==> src/rtl/core_sequencer_pkg.sv <==
// Shared definitions for the core sequencer and the pipeline stages that decode its state.
// The state encodings are broadcast to every stage and must not be renumbered.
package core_sequencer_pkg;

    typedef enum logic [2:0] {
        ST_FETCH  = 3'd0,
        ST_DECODE = 3'd1,
        ST_EXEC   = 3'd2,
        ST_MEM    = 3'd3,
        ST_WRITE  = 3'd4,
        ST_HALT   = 3'd5
    } core_state_e;

    localparam logic [31:0] PC_STEP = 32'd4;

    function automatic logic is_misaligned(input logic [31:0] addr);
        return addr[1:0] != 2'b00;
    endfunction

endpackage

==> src/rtl/core_sequencer.sv <==
// Multi-cycle core sequencer: steps one instruction at a time through
// fetch/decode/execute/memory/writeback and owns the PC and retire count.
module core_sequencer
    import core_sequencer_pkg::*;
#(
    parameter logic [31:0] RESET_PC = 32'h0000_0000
) (
    input  logic        clk,
    input  logic        rstn,
    output logic [2:0]  state,
    output logic [31:0] pc,
    output logic        fetch_req,
    input  logic        fetch_ack,
    output logic        mem_req,
    output logic        mem_we,
    input  logic        mem_ack,
    input  logic        mem_read_enabled,
    input  logic        mem_write_enabled,
    input  logic        reg_write_enabled,
    input  logic        is_jump_enabled,
    input  logic [31:0] jump_dest,
    input  logic        halt_req,
    output logic        reg_commit,
    output logic        halted,
    output logic        misalign,
    output logic [31:0] instret
);

    core_state_e state_q, state_d;
    logic [31:0] pc_q, pc_d;
    logic [31:0] instret_q, instret_d;
    logic        fetch_req_q, fetch_req_d;
    logic        mem_phase_q, mem_phase_d;
    logic        halted_q, halted_d;
    logic        misalign_q, misalign_d;
    logic        lat_read_q, lat_read_d;
    logic        lat_write_q, lat_write_d;
    logic        lat_reg_write_q, lat_reg_write_d;
    logic        lat_jump_q, lat_jump_d;
    logic [31:0] lat_dest_q, lat_dest_d;

    always_ff @(posedge clk) begin
        if (!rstn) begin
            state_q         <= ST_FETCH;
            pc_q            <= RESET_PC;
            instret_q       <= 32'd0;
            fetch_req_q     <= 1'b0;
            mem_phase_q     <= 1'b0;
            halted_q        <= 1'b0;
            misalign_q      <= 1'b0;
            lat_read_q      <= 1'b0;
            lat_write_q     <= 1'b0;
            lat_reg_write_q <= 1'b0;
            lat_jump_q      <= 1'b0;
            lat_dest_q      <= 32'd0;
        end else begin
            state_q         <= state_d;
            pc_q            <= pc_d;
            instret_q       <= instret_d;
            fetch_req_q     <= fetch_req_d;
            mem_phase_q     <= mem_phase_d;
            halted_q        <= halted_d;
            misalign_q      <= misalign_d;
            lat_read_q      <= lat_read_d;
            lat_write_q     <= lat_write_d;
            lat_reg_write_q <= lat_reg_write_d;
            lat_jump_q      <= lat_jump_d;
            lat_dest_q      <= lat_dest_d;
        end
    end

    always_comb begin
        state_d         = state_q;
        pc_d            = pc_q;
        instret_d       = instret_q;
        fetch_req_d     = fetch_req_q;
        mem_phase_d     = mem_phase_q;
        halted_d        = halted_q;
        misalign_d      = misalign_q;
        lat_read_d      = lat_read_q;
        lat_write_d     = lat_write_q;
        lat_reg_write_d = lat_reg_write_q;
        lat_jump_d      = lat_jump_q;
        lat_dest_d      = lat_dest_q;

        case (state_q)
            ST_FETCH: begin
                // An ack only counts once the request has actually been seen high.
                if (!fetch_req_q) begin
                    fetch_req_d = 1'b1;
                end else if (fetch_ack) begin
                    fetch_req_d = 1'b0;
                    state_d     = ST_DECODE;
                end
            end
            ST_DECODE: state_d = ST_EXEC;
            ST_EXEC:   state_d = ST_MEM;
            ST_MEM: begin
                // Execute drops its flags after EXEC, so capture them in the first MEM cycle.
                if (!mem_phase_q) begin
                    mem_phase_d     = 1'b1;
                    lat_read_d      = mem_read_enabled;
                    lat_write_d     = mem_write_enabled;
                    lat_reg_write_d = reg_write_enabled;
                    lat_jump_d      = is_jump_enabled;
                    lat_dest_d      = jump_dest;
                    if (!(mem_read_enabled || mem_write_enabled)) begin
                        state_d = ST_WRITE;
                    end
                end else if (mem_req && mem_ack) begin
                    state_d = ST_WRITE;
                end
            end
            ST_WRITE: begin
                mem_phase_d = 1'b0;
                instret_d   = instret_q + 32'd1;
                if (lat_jump_q && is_misaligned(lat_dest_q)) begin
                    misalign_d = 1'b1;
                    halted_d   = 1'b1;
                    state_d    = ST_HALT;
                end else begin
                    pc_d = lat_jump_q ? lat_dest_q : pc_q + PC_STEP;
                    if (halt_req) begin
                        halted_d = 1'b1;
                        state_d  = ST_HALT;
                    end else begin
                        state_d = ST_FETCH;
                    end
                end
            end
            ST_HALT: begin
                fetch_req_d = 1'b0;
                mem_phase_d = 1'b0;
            end
            default: begin
                fetch_req_d = 1'b0;
                mem_phase_d = 1'b0;
                halted_d    = 1'b1;
                state_d     = ST_HALT;
            end
        endcase
    end

    assign state      = state_q;
    assign pc         = pc_q;
    assign instret    = instret_q;
    assign fetch_req  = fetch_req_q;
    assign halted     = halted_q;
    assign misalign   = misalign_q;
    assign mem_req    = (state_q == ST_MEM) && mem_phase_q && (lat_read_q || lat_write_q);
    assign mem_we     = mem_req && lat_write_q;
    assign reg_commit = (state_q == ST_WRITE) && lat_reg_write_q;

endmodule

==> config.mk <==
export PLATFORM = sky130hd
export DESIGN_NAME = core_sequencer
export DESIGN_NICKNAME = d
export VERILOG_FILES = /design/src/rtl/core_sequencer_pkg.sv /design/src/rtl/core_sequencer.sv
export SDC_FILE = /design/constraint.sdc
export NUM_CORES = 1
export LEC_CHECK = 0
export ABC_AREA = 1
export BUFFER_PORTS_ARGS = -buffer_cell sky130_fd_sc_hd__buf_2
export CORE_MARGIN = 5
export CORE_UTILIZATION = 55
export DETAILED_ROUTE_END_ITERATION = 10
export GPL_TIMING_DRIVEN = 0
export PLACE_DENSITY = 0.8
export SLEW_MARGIN = 0
export SYNTH_ARGS = -nofsm -noshare
export SYNTH_HDL_FRONTEND = slang
export SYNTH_SLANG_ARGS = --single-unit
==> constraint.sdc <==
create_clock -name clk -period 1.78 [get_ports clk]
set_input_delay 0.178 -clock clk [delete_from_list [all_inputs] [get_ports clk]]
set_output_delay 0.178 -clock clk [all_outputs]
set_load 0.02 [all_outputs]
# Word level (Yosys, flattened, before mapping)
# Index checks and enable logic that the tools add are counted.
[classes]
n_eq_ne = 10
mux = 16
magnitude_cmp = 0
mul = 0
shifts = 0
div_mod_pow = 0
n_reduce_logical = 18
addsub = 2
bitwise = 4
[ops]
columns = ["cell", "n"]
rows = [
  ["$add A32 B1 Y32 const B", 1],
  ["$add A32 B3 Y32 const B", 1],
  ["$mux W32", 1],
  ["$mux W3", 7],
  ["$pmux W3 S6", 1],
  ["$ne A3 B3 Y1 const B", 3],
  ["$reduce_and A2 Y1", 4],
  ["$eq A3 B2 Y1 const B", 2],
  ["$eq A3 B3 Y1 const B", 2],
  ["$logic_and A1 B1 Y1", 6],
  ["$pmux W1 S2", 3],
  ["$reduce_and A5 Y1", 1],
  ["$reduce_or A5 Y1", 1],
  ["$mux W1", 4],
  ["$ne A2 B2 Y1 const B", 2],
  ["$not A1 Y1", 4],
  ["$reduce_or A4 Y1", 1],
  ["$eq A3 B1 Y1 const B", 1],
  ["$logic_not A3 Y1", 1],
  ["$reduce_or A3 Y1", 1],
  ["$logic_or A1 B1 Y1", 2],
  ["$reduce_bool A2 Y1", 1],
]
[totals]
memories = 0
mem_bits_ro = 0
register_bits = 107
latchBits = 0
out_inout_bits = 73
ramBits = 0

# Longest topological paths before layout
# Gate-level depths: netlist of the first run.
[logic_depth]
word_depth = 7
ltp_mapped = 10

# Worst setup path before layout of the first run
# No wires, ideal clock.
[synth_timing]
path_type = "reg-to-reg"
from = "register instret_q[1], in the netlist instret[1]"
to = "register instret_q[24], in the netlist instret[24]"
setup_time_ps = 115
n_path_buf = 0
path_stages_with_launch = 11
t_arrival_ps = 1532
synth_period_minus_slack_ps = 1647
setup_slack_ps = 133
cell_sequence = "dfxtp_1 > ha_1 > nand3_1 > nor2_2 > nand2_2 > nor2_4 > nand2_1 > nor2_1 > nand3_1 > nand2_1 > nor2_1"
[synth_between]
elab_chain_len = 1
[synth_rtl]
columns = ["element", "line", "rtl"]
rows = [
  ["start, declared", "core_sequencer.sv:31", "logic [31:0] instret_q, instret_d;"],
  ["start signal, assigned", "core_sequencer.sv:59", "instret_q <= instret_d;"],
  ["$add A32 B1 Y32", "core_sequencer.sv:116", "instret_d = instret_q + 32'd1;"],
]
# Every way passes these cells.
# A chain may end at the register's enable or synchronous reset.

# Final worst setup path of the first run
[layout_timing]
from = "register state_q[1], in the netlist state[1]"
to = "output port reg_commit"
[layout_between]
elab_chain_len = 2
[layout_rtl]
columns = ["element", "line", "rtl"]
rows = [
  ["start, declared", "core_sequencer.sv:29", "core_state_e state_q, state_d;"],
  ["start signal, assigned", "core_sequencer.sv:57", "state_q <= state_d;"],
  ["$eq A3 B3 Y1", "core_sequencer.sv:152", "assign reg_commit = (state_q == ST_WRITE) && lat_reg_write_q;"],
  ["$logic_and A1 B1 Y1", "core_sequencer.sv:152", ""],
  ["end, declared", "core_sequencer.sv:23", "output logic reg_commit,"],
]
# Every way passes these cells.

==> results.tsv, run 1 <==
metric	value	unit
antenna viol nets, final	0	
number of global-route vias before repair	5543	
Post-route DRC	0	
Leak	2.83	nW
CP peak stage delay	360	ps
antenna violations before repair	0	
RSZ-0062 raised after global routing	true	
largest net degree at the start of global routing	19	
Num CTS Buffers	9	
DR vias/cell	5.29	
cells along the critical path	nor2_4 -> nand2_2 -> clkbuf_4 -> nor2_1 -> buf_2	
final WL	17.0	mm
syn avg cell area	6.16	µm²
first-pass GRT wire length	27.1	mm
Mapped Area	0.00580	mm²
Avg WL per Cell	14.0	µm
startpoint types	flop	
Core Util, Final	66.4	%
clock buffer depth	2	
Int Pwr	3.50	mW
Die ar.	0.0127	mm²
share of cells above drive strength 1	17.5	%
Crit-path slowest cell	dfxtp_2	
Slew @ Worst Pin	622	ps
clock share of power	30.9	%
post-DP HPWL	13.0	mm
Final period util	93.9	%
status	finished clean	
FMAX	598	MHz
Final Hold Viols	0	
CP required	1600	ps
Tmin final	1670	ps
post-placement cell count	1190	
Die X	113	µm
area delta synth->final	18.3	%
Post-Synthesis Cells	941	
CP Class	flop to output port	
CP bufs+invs	2	
Final Non-Filler Cells	1211	
Power per Cell Area	732	mW/mm²
Vias	6409	
Setup violations, final	0	
Ys Warns	0	
Root Buffer	clkbuf_8	
commonest non-fill, non-tap cell in the layout	nand2_1	
grt ovf	0	
ant diodes	0	
Synth area leaders	dfxtp_1, nand2_1, nor2_1	
max cap viols	0	
Initial Util	56.2	%
Worst Setup End Kind	output port	
CTS sink count	107	
Final Skew	13.4	ps
Seq/Total Area, Yosys	36.9	%
Sw Ratio	30.4	%
post-synthesis cell type count	39	
Max IR drop VDD	0.503	mV
PortBufs	113	
H-tree levels	3	
crit path max fanout	10	
clk slew on worst S/H paths	110	ps
gpl congestion	0.934	
max-slew violation count	0	
Gate power share	15.7	%
CORE AREA	0.0103	mm²
syn nets	984	
row count	37	
sw power	1.53	mW
initial DRC count	645	
min-delay worst type	input port to flop	
CP arrival	1490	ps
Detailed Routing Iterations Pass 1	5	
commonest non-fill, non-tap cells in the layout	nand2_1, nor2_1, buf_2, dfxtp_1	
fin area	0.00686	mm²
DIE HEIGHT	113	µm
Reg power frac	53.4	%
area share of the largest cell type after synthesis	36.9	%
Worst-Skew Late Latency	380	ps
Area after DPL	0.00654	mm²
gr usage total	26.1	%
fin nets	1113	
cell class contributing the biggest share of worst-path delay	buffers and inverters	
CTS tree	yes	
Worst slew margin	58.6	%
io pins	114	
register bit total from synthesis	107	
Synth area leader	dfxtp_1	
# fillers	1009	
[timing repair]
action | 4_1_cts | 5_1_grt
gates resized for setup | 3 | 26
setup buffers | 1 | 3
hold buffers | 0 | 1
pin swaps | 1 | 3
setup endpoints to repair | 6 | 20
hold endpoints to repair | 0 | 1
[final cells by class]
type                            count  area (µm²)  share of cell area, %
Multi-Input combinational cell    727        3280                   47.9
Clock buffer                        9         124                   1.81
Tap cell                          136         170                   2.48
Inverter                           74         278                   4.05
Clock inverter                      7        76.3                   1.11
Buffer                             33         169                   2.46
Sequential cell                   107        2150                   31.4
Timing Repair Buffer              118         606                   8.83
[path summary, 6_finish.rpt]
check | startpoint | end | slack, ps | cells past startpoint
max | state[1] | reg_commit | 110 | 5
min | jump_dest[30] | lat_dest_q[30] | 10 | 3
max reg2reg | instret[0] | instret[18] | 130 | 10
min reg2reg | pc[1] | pc[1] | 440 | 2
[cell usage after synthesis, drive strengths merged]
master  instances
inv            73
clkbuf         17
buf            16
or2             2
o21a            1
o31ai           1
xor2            1
nand3          51
nand4           6
nand3b         11
nand2         274
clkinv          1
o22ai           3
ha              2
xnor2           2
nor3            1
a31oi           2
a211oi          2
dfxtp         107
and2            1
o21ai          61
a21oi          73
o21bai          2
nor4            2
a221oi          1
o211ai          4
nor2          224
[kinds of logic (layout without fill, tap and decap cells)]
family / count (synthesis) / in the layout / synth area share, %
AO/OA/AOI/OAI: 150 / 150 / 13.7
flip-flops: 107 / 107 / 36.9
XOR/XNOR: 3 / 3 / 0.453
buffers and inverters: 107 / 241 / 7.64
AND/OR/NAND/NOR: 572 / 572 / 40.9
adder cells (fa/ha/maj): 2 / 2 / 0.431
[routing by layer]
metal / routed length (µm) / part of all wire (%) / up-vias / GRT usage, %
li1: - / - / 3268 / -
met1: 7980 / 47 / 2864 / 37.6
met2: 7500 / 44 / 243 / 40.7
met3: 1240 / 7.3 / 34 / 4.42
met4: 288 / 1.7 / 0 / 6.49
met5: 0 / 0 / - / 0
[power by group through the flow]
stage	clock network [mW]	registers (mW)	logic, mW
2_1_floorplan	0	2.73	0.504
3_3_place_gp	0	2.72	0.761
3_5_place_dp	0	2.72	0.769
4_1_cts	1.56	2.67	0.773
5_1_grt	1.67	2.70	0.890
6_report	1.55	2.68	0.790
[stage by stage]
step | setup WS (ps) | setup TNS, ps | hold slack [ps] | total power, mW
2_1_floorplan | 133 | 0 | 313 | 3.23
3_3_place_gp | -47.7 | -68.7 | 400 | 3.48
3_5_place_dp | -63.4 | -127 | 403 | 3.49
4_1_cts | 0.346 | 0 | 4.93 | 5.00
5_1_grt | -27.2 | -40.9 | 2.87 | 5.26
6_report | 108 | 0 | 9.68 | 5.02
[flip-flops by register name (all words and copies together), names as in the netlist]
name             cells
fetch_req            1
halted               1
instret             32
lat_dest_q          32
lat_jump_q           1
lat_read_q           1
lat_reg_write_q      1
lat_write_q          1
mem_phase_q          1
misalign             1
pc                  32
state                3
[worst register-to-register path, cell delays in order, from the launching register on]
cell     delay [ps]
dfxtp_2         390
ha_4            170
nand3_4         110
nor2_4          140
nand2_2          90
nor2_4          170
nand2_1         100
nor2_2          170
nand3_1          90
nand2_1          70
nor2_1           50
Power figures use the tool's default switching activity.
==> run 2: changes to the inputs <==
Settings changed: CORE_UTILIZATION 55 to 56, PLACE_DENSITY 0.8 to 0.81.
==> run 2 against run 1 <==
Net effect:
- global-route usage is essentially flat
- via count shrank 0.51%
- flip-flop and latch count is the same
- clock skew shrank 3.7 ps
- clock power is essentially flat
- die area shrank 1.6%
- worst hold slack gained 12 ps
- largest cell class unchanged
- cell area shrank 0.99%
- non-clock buffer count shrank 4
- count of clock-buffer cells in the layout is the same
- sequential power is essentially flat
- final cell count shrank 0.33%
- critical endpoint unchanged
==> results.tsv, run 2 (synthesized netlist as in run 1, its figures left out) <==
metric	value	unit
share of cells above drive strength 1	16.9	%
Worst Setup End Kind	output port	
CP arrival	1500	ps
CTS sink count	107	
Vias	6376	
Tmin final	1670	ps
hold_sp	jump_dest[26]	
Root Buffer	clkbuf_8	
Design Power	5.02	mW
Final Skew	9.75	ps
area of the multi-input gates	0.00325	mm²
Reg area	0.00215	mm²
Die X	112	µm
reg2reg start	pc[2]	
clk slew on worst S/H paths	110	ps
TNS Setup	0	ps
worst-case reg-to-reg path depth	10	
max-slew violation count	0	
DR vias/cell	5.28	
H-tree levels	3	
Post-route DRC	0	
DIE HEIGHT	112	µm
Initial Util	56.7	%
fin nets	1109	
gr usage total	26.1	%
hold path cells	3	
commonest non-fill, non-tap cells in the layout	nand2_1, nor2_1, buf_2, dfxtp_1	
FMAX	598	MHz
row count	37	
gpl congestion	0.926	
PortBufs	113	
Final Hold Viols	0	
RSZ-0062 raised after global routing	true	
grt ovf	0	
Num CTS Buffers	9	
largest net degree at the start of global routing	19	
Leak	2.81	nW
ant diodes	0	
Core Util, Final	66.4	%
crit path max fanout	10	
Worst-Skew Late Latency	370	ps
antenna viol nets, final	0	
Hold Crit Endpoint	lat_dest_q[26]	
antenna violations before repair	0	
post-placement cell count	1190	
post-DP HPWL	13.0	mm
max cap viols	0	
Avg WL per Cell	13.9	µm
clock buffer depth	2	
area delta synth->final	17.1	%
Reg2Reg Setup Slack	110	ps
commonest non-fill, non-tap cell in the layout	nand2_1	
status	finished clean	
# fillers	1001	
Die ar.	0.0125	mm²
CTS tree	yes	
CP Class	flop to output port	
Final Non-Filler Cells	1207	
io pins	114	
Slew @ Worst Pin	658	ps
min-delay worst type	input port to flop	
startpoint types	flop	
first-pass GRT wire length	27.1	mm
Worst slew margin	56.1	%
Detailed Routing Iterations Pass 1	5	
number of global-route vias before repair	5638	
final WL	16.8	mm
Final period util	94.0	%
CP required	1600	ps
FF-to-FF End	pc[16]	
Setup violations, final	0	
Power per Cell Area	739	mW/mm²
Max IR drop VDD	0.510	mV
initial DRC count	398	
CORE AREA	0.0102	mm²
==> run 2: layer usage <==
metal	part of all wire (%)	wire length, µm	GRT usage, %	vias up
li1	-	-	-	3247
met1	46	7700	38.2	2859
met2	44	7360	40.2	243
met3	8.3	1390	4.51	27
met4	1.8	307	6.24	0
met5	0	0	0	-
==> run 2: area by class of cell <==
type                            instances  share of cell area [%]
Sequential cell                       107                    31.7
Inverter                               74                    4.09
Timing Repair Buffer                  114                    8.44
Clock buffer                            9                    1.82
Multi-Input combinational cell        727                    47.9
Buffer                                 33                    2.51
Tap cell                              136                    2.51
Clock inverter                          7                    1.12
==> run 2: how the worst max path moves through the flow <==
stage | to | slack (ps) | depth (start not counted) | start
floorplan | instret[24] | 130 | 10 | instret[1]
global placement | pc[16] | -40 | 10 | pc[2]
detailed placement | pc[16] | -100 | 10 | pc[2]
CTS | instret[24] | 40 | 10 | instret[0]
global route | reg_commit | -60 | 5 | state[1]
finish | reg_commit | 110 | 5 | state[1]
==> run 2: what timing repair did <==
action                                  4_1_cts  5_1_grt
pin swaps                                     1        0
gates resized for setup                       3       19
buffers inserted                              1        0
hold buffers                                  0        0
endpoints found under the setup margin        5       17
==> run 2: power breakdown <==
group / switching [mW] / internal [mW]
clock network: 0.897 / 0.665
logic: 0.518 / 0.265
registers: 0.113 / 2.56
==> run 2: through the flow <==
step	worst slack [ps]	cell area (µm²)	hold WS (ps)
final	107	6790	22.1
after CTS	37.3	6750	23.0
after detailed placement	-104	6540	404
after global routing	-59.4	6790	20.9
after global placement	-43.2	6540	400
after floorplan	133	5800	313
==> run 2: critical path, cell delays in order, from the launching register on <==
cell and delay, ps:
dfxtp_1 360, nor2_2 180, nand2_2 120, clkbuf_4 210
nor2_1 90, buf_2 160
==> run 3: changes to the inputs <==
Settings changed: CELL_PAD_IN_SITES_DETAIL_PLACEMENT set to 1, CELL_PAD_IN_SITES_GLOBAL_PLACEMENT set to 2, CORE_UTILIZATION 56 to 29, CTS_CLUSTER_SIZE set to 8, PLACE_DENSITY 0.81 to not set, PLACE_DENSITY_LB_ADDON set to 0.1.
==> run 3 against run 2 <==
Net effect:
- final cell count rose by 11%
- critical path depth rose by 6
- wire length rose by 31%
- worst setup slack got worse by 3.9 ps
- clock skew rose by 0.73 ps
- maximum frequency fell by 0.23%
- cell area rose by 5.4%
- register-to-register slack barely moved
- combinational power rose by 6.0%
- count of clock-buffer cells in the layout did not move
- non-clock buffer count rose by 5
==> results.tsv, run 3 (synthesized netlist as in run 1, its figures left out) <==
metric	value	unit
worst-case reg-to-reg path depth	11	
Initial Util	29.6	%
CORE AREA	0.0196	mm²
Reg2Reg Setup Slack	100	ps
post-placement cell count	1319	
PortBufs	113	
Vias	6300	
fin nets	1114	
Root Buffer	clkbuf_16	
Detailed Routing Iterations Pass 1	4	
Max IR drop VDD	0.435	mV
Setup violations, final	0	
number of global-route vias before repair	6359	
largest net degree at the start of global routing	20	
antenna violations before repair	0	
Avg WL per Cell	16.3	µm
Power per Cell Area	796	mW/mm²
startpoint types	flop	
RSZ-0062 raised after global routing	true	
first-pass GRT wire length	34.7	mm
share of cells above drive strength 1	18.8	%
antenna viol nets, final	0	
DR vias/cell	4.70	
Worst Setup SP	pc[3]	
Worst slew margin	47.5	%
Num CTS Buffers	9	
commonest non-fill, non-tap cell in the layout	nand2_1	
DIE HEIGHT	151	µm
row count	51	
CTS sink count	107	
Worst-Skew Late Latency	360	ps
crit path max fanout	5	
Metal-1 WL	11.6	mm
Hold Crit Endpoint	lat_dest_q[23]	
Slew @ Worst Pin	787	ps
area delta synth->final	23.5	%
Hold WS	37.9	ps
H-tree levels	3	
CP arrival	1900	ps
final WL	21.9	mm
Post-route DRC	0	
max-slew violation count	0	
FMAX	596	MHz
FF-to-FF End	pc[20]	
met3 routed WL	1.03	mm
Worst Setup End Kind	flop	
CP required	2010	ps
Design Power	5.70	mW
initial DRC count	309	
post-DP HPWL	17.3	mm
min-delay worst type	input port to flop	
io pins	114	
Die ar.	0.0229	mm²
hold path cells	3	
CP Class	flop to flop	
status	finished clean	
TNS Setup	0	ps
reg2reg start	pc[3]	
ant diodes	0	
CTS tree	yes	
Die X	151	µm
gpl congestion	0.810	
Tmin final	1680	ps
Highest Signal Layer	met4	
Final period util	94.2	%
Leak	2.88	nW
clk slew on worst S/H paths	90	ps
max cap viols	0	
grt ovf	0	
hold_sp	jump_dest[23]	
WL met2	8.99	mm
Final Skew	10.5	ps
clock buffer depth	2	
Final Non-Filler Cells	1341	
commonest non-fill, non-tap cells in the layout	nand2_1, nor2_1, buf_2, dfxtp_1, a21oi_1	
gr usage total	19.4	%
Final Hold Viols	0	
run 3: routing by layer:
layer	track usage [%]	up-vias
met5	0	-
met2	28.6	131
li1	-	3258
met1	29.7	2892
met4	4.40	0
met3	2.81	19
run 3: final cells by class:
| cell class | count | area, µm² |
|---|---|---|
| tap | 265 | 332 |
| multi-input combinational | 727 | 3300 |
| buffer | 33 | 170 |
| timing repair buffer | 119 | 611 |
| fill | 2629 | 12400 |
| sequential | 107 | 2160 |
| inverter | 74 | 278 |
| clock inverter | 7 | 81.3 |
| clock buffer | 9 | 225 |
run 3: how the worst max path moves through the flow:
stage	cells past startpoint	endpoint	slack, ps
floorplan	10	instret[24]	130
global placement	10	pc[16]	-240
detailed placement	10	pc[16]	-270
CTS	10	instret[24]	9
global route	11	pc[20]	-10
finish	11	pc[20]	100
run 3: power breakdown:
group	switching [mW]	total, mW	internal [mW]
Sequential	0.130	2.69	2.56
Combinational	0.557	0.829	0.272
Clock	1.06	2.18	1.12
Total	1.75	5.70	3.95
run 3: worst max-delay path: stages (launching register included):
cell     delay, ps
dfxtp_4        380
ha_2           200
nand2_1         90
nor2_4         200
buf_4          150
nand3_1        120
nor2_1         110
nand2_1         50
nand2_1         60
nand2_1         50
nand2_1         80
a21oi_1         50
run 3: what timing repair did:
item / in CTS / in global routing
gates resized for setup: 12 / 32
pin swaps: 0 / 4
hold buffers: 0 / 0
setup buffers: 0 / 6
setup endpoints to repair: 13 / 28
run 3: per-stage QoR:
step | setup WS (ps) | util [%] | cell area (µm²)
6_report | 103 | 36.5 | 7160
3_5_place_dp | -270 | 34.2 | 6700
3_3_place_gp | -236 | 34.2 | 6700
2_1_floorplan | 133 | - | 5800
5_1_grt | -14.2 | 36.5 | 7160
4_1_cts | 9.13 | 35.9 | 7040
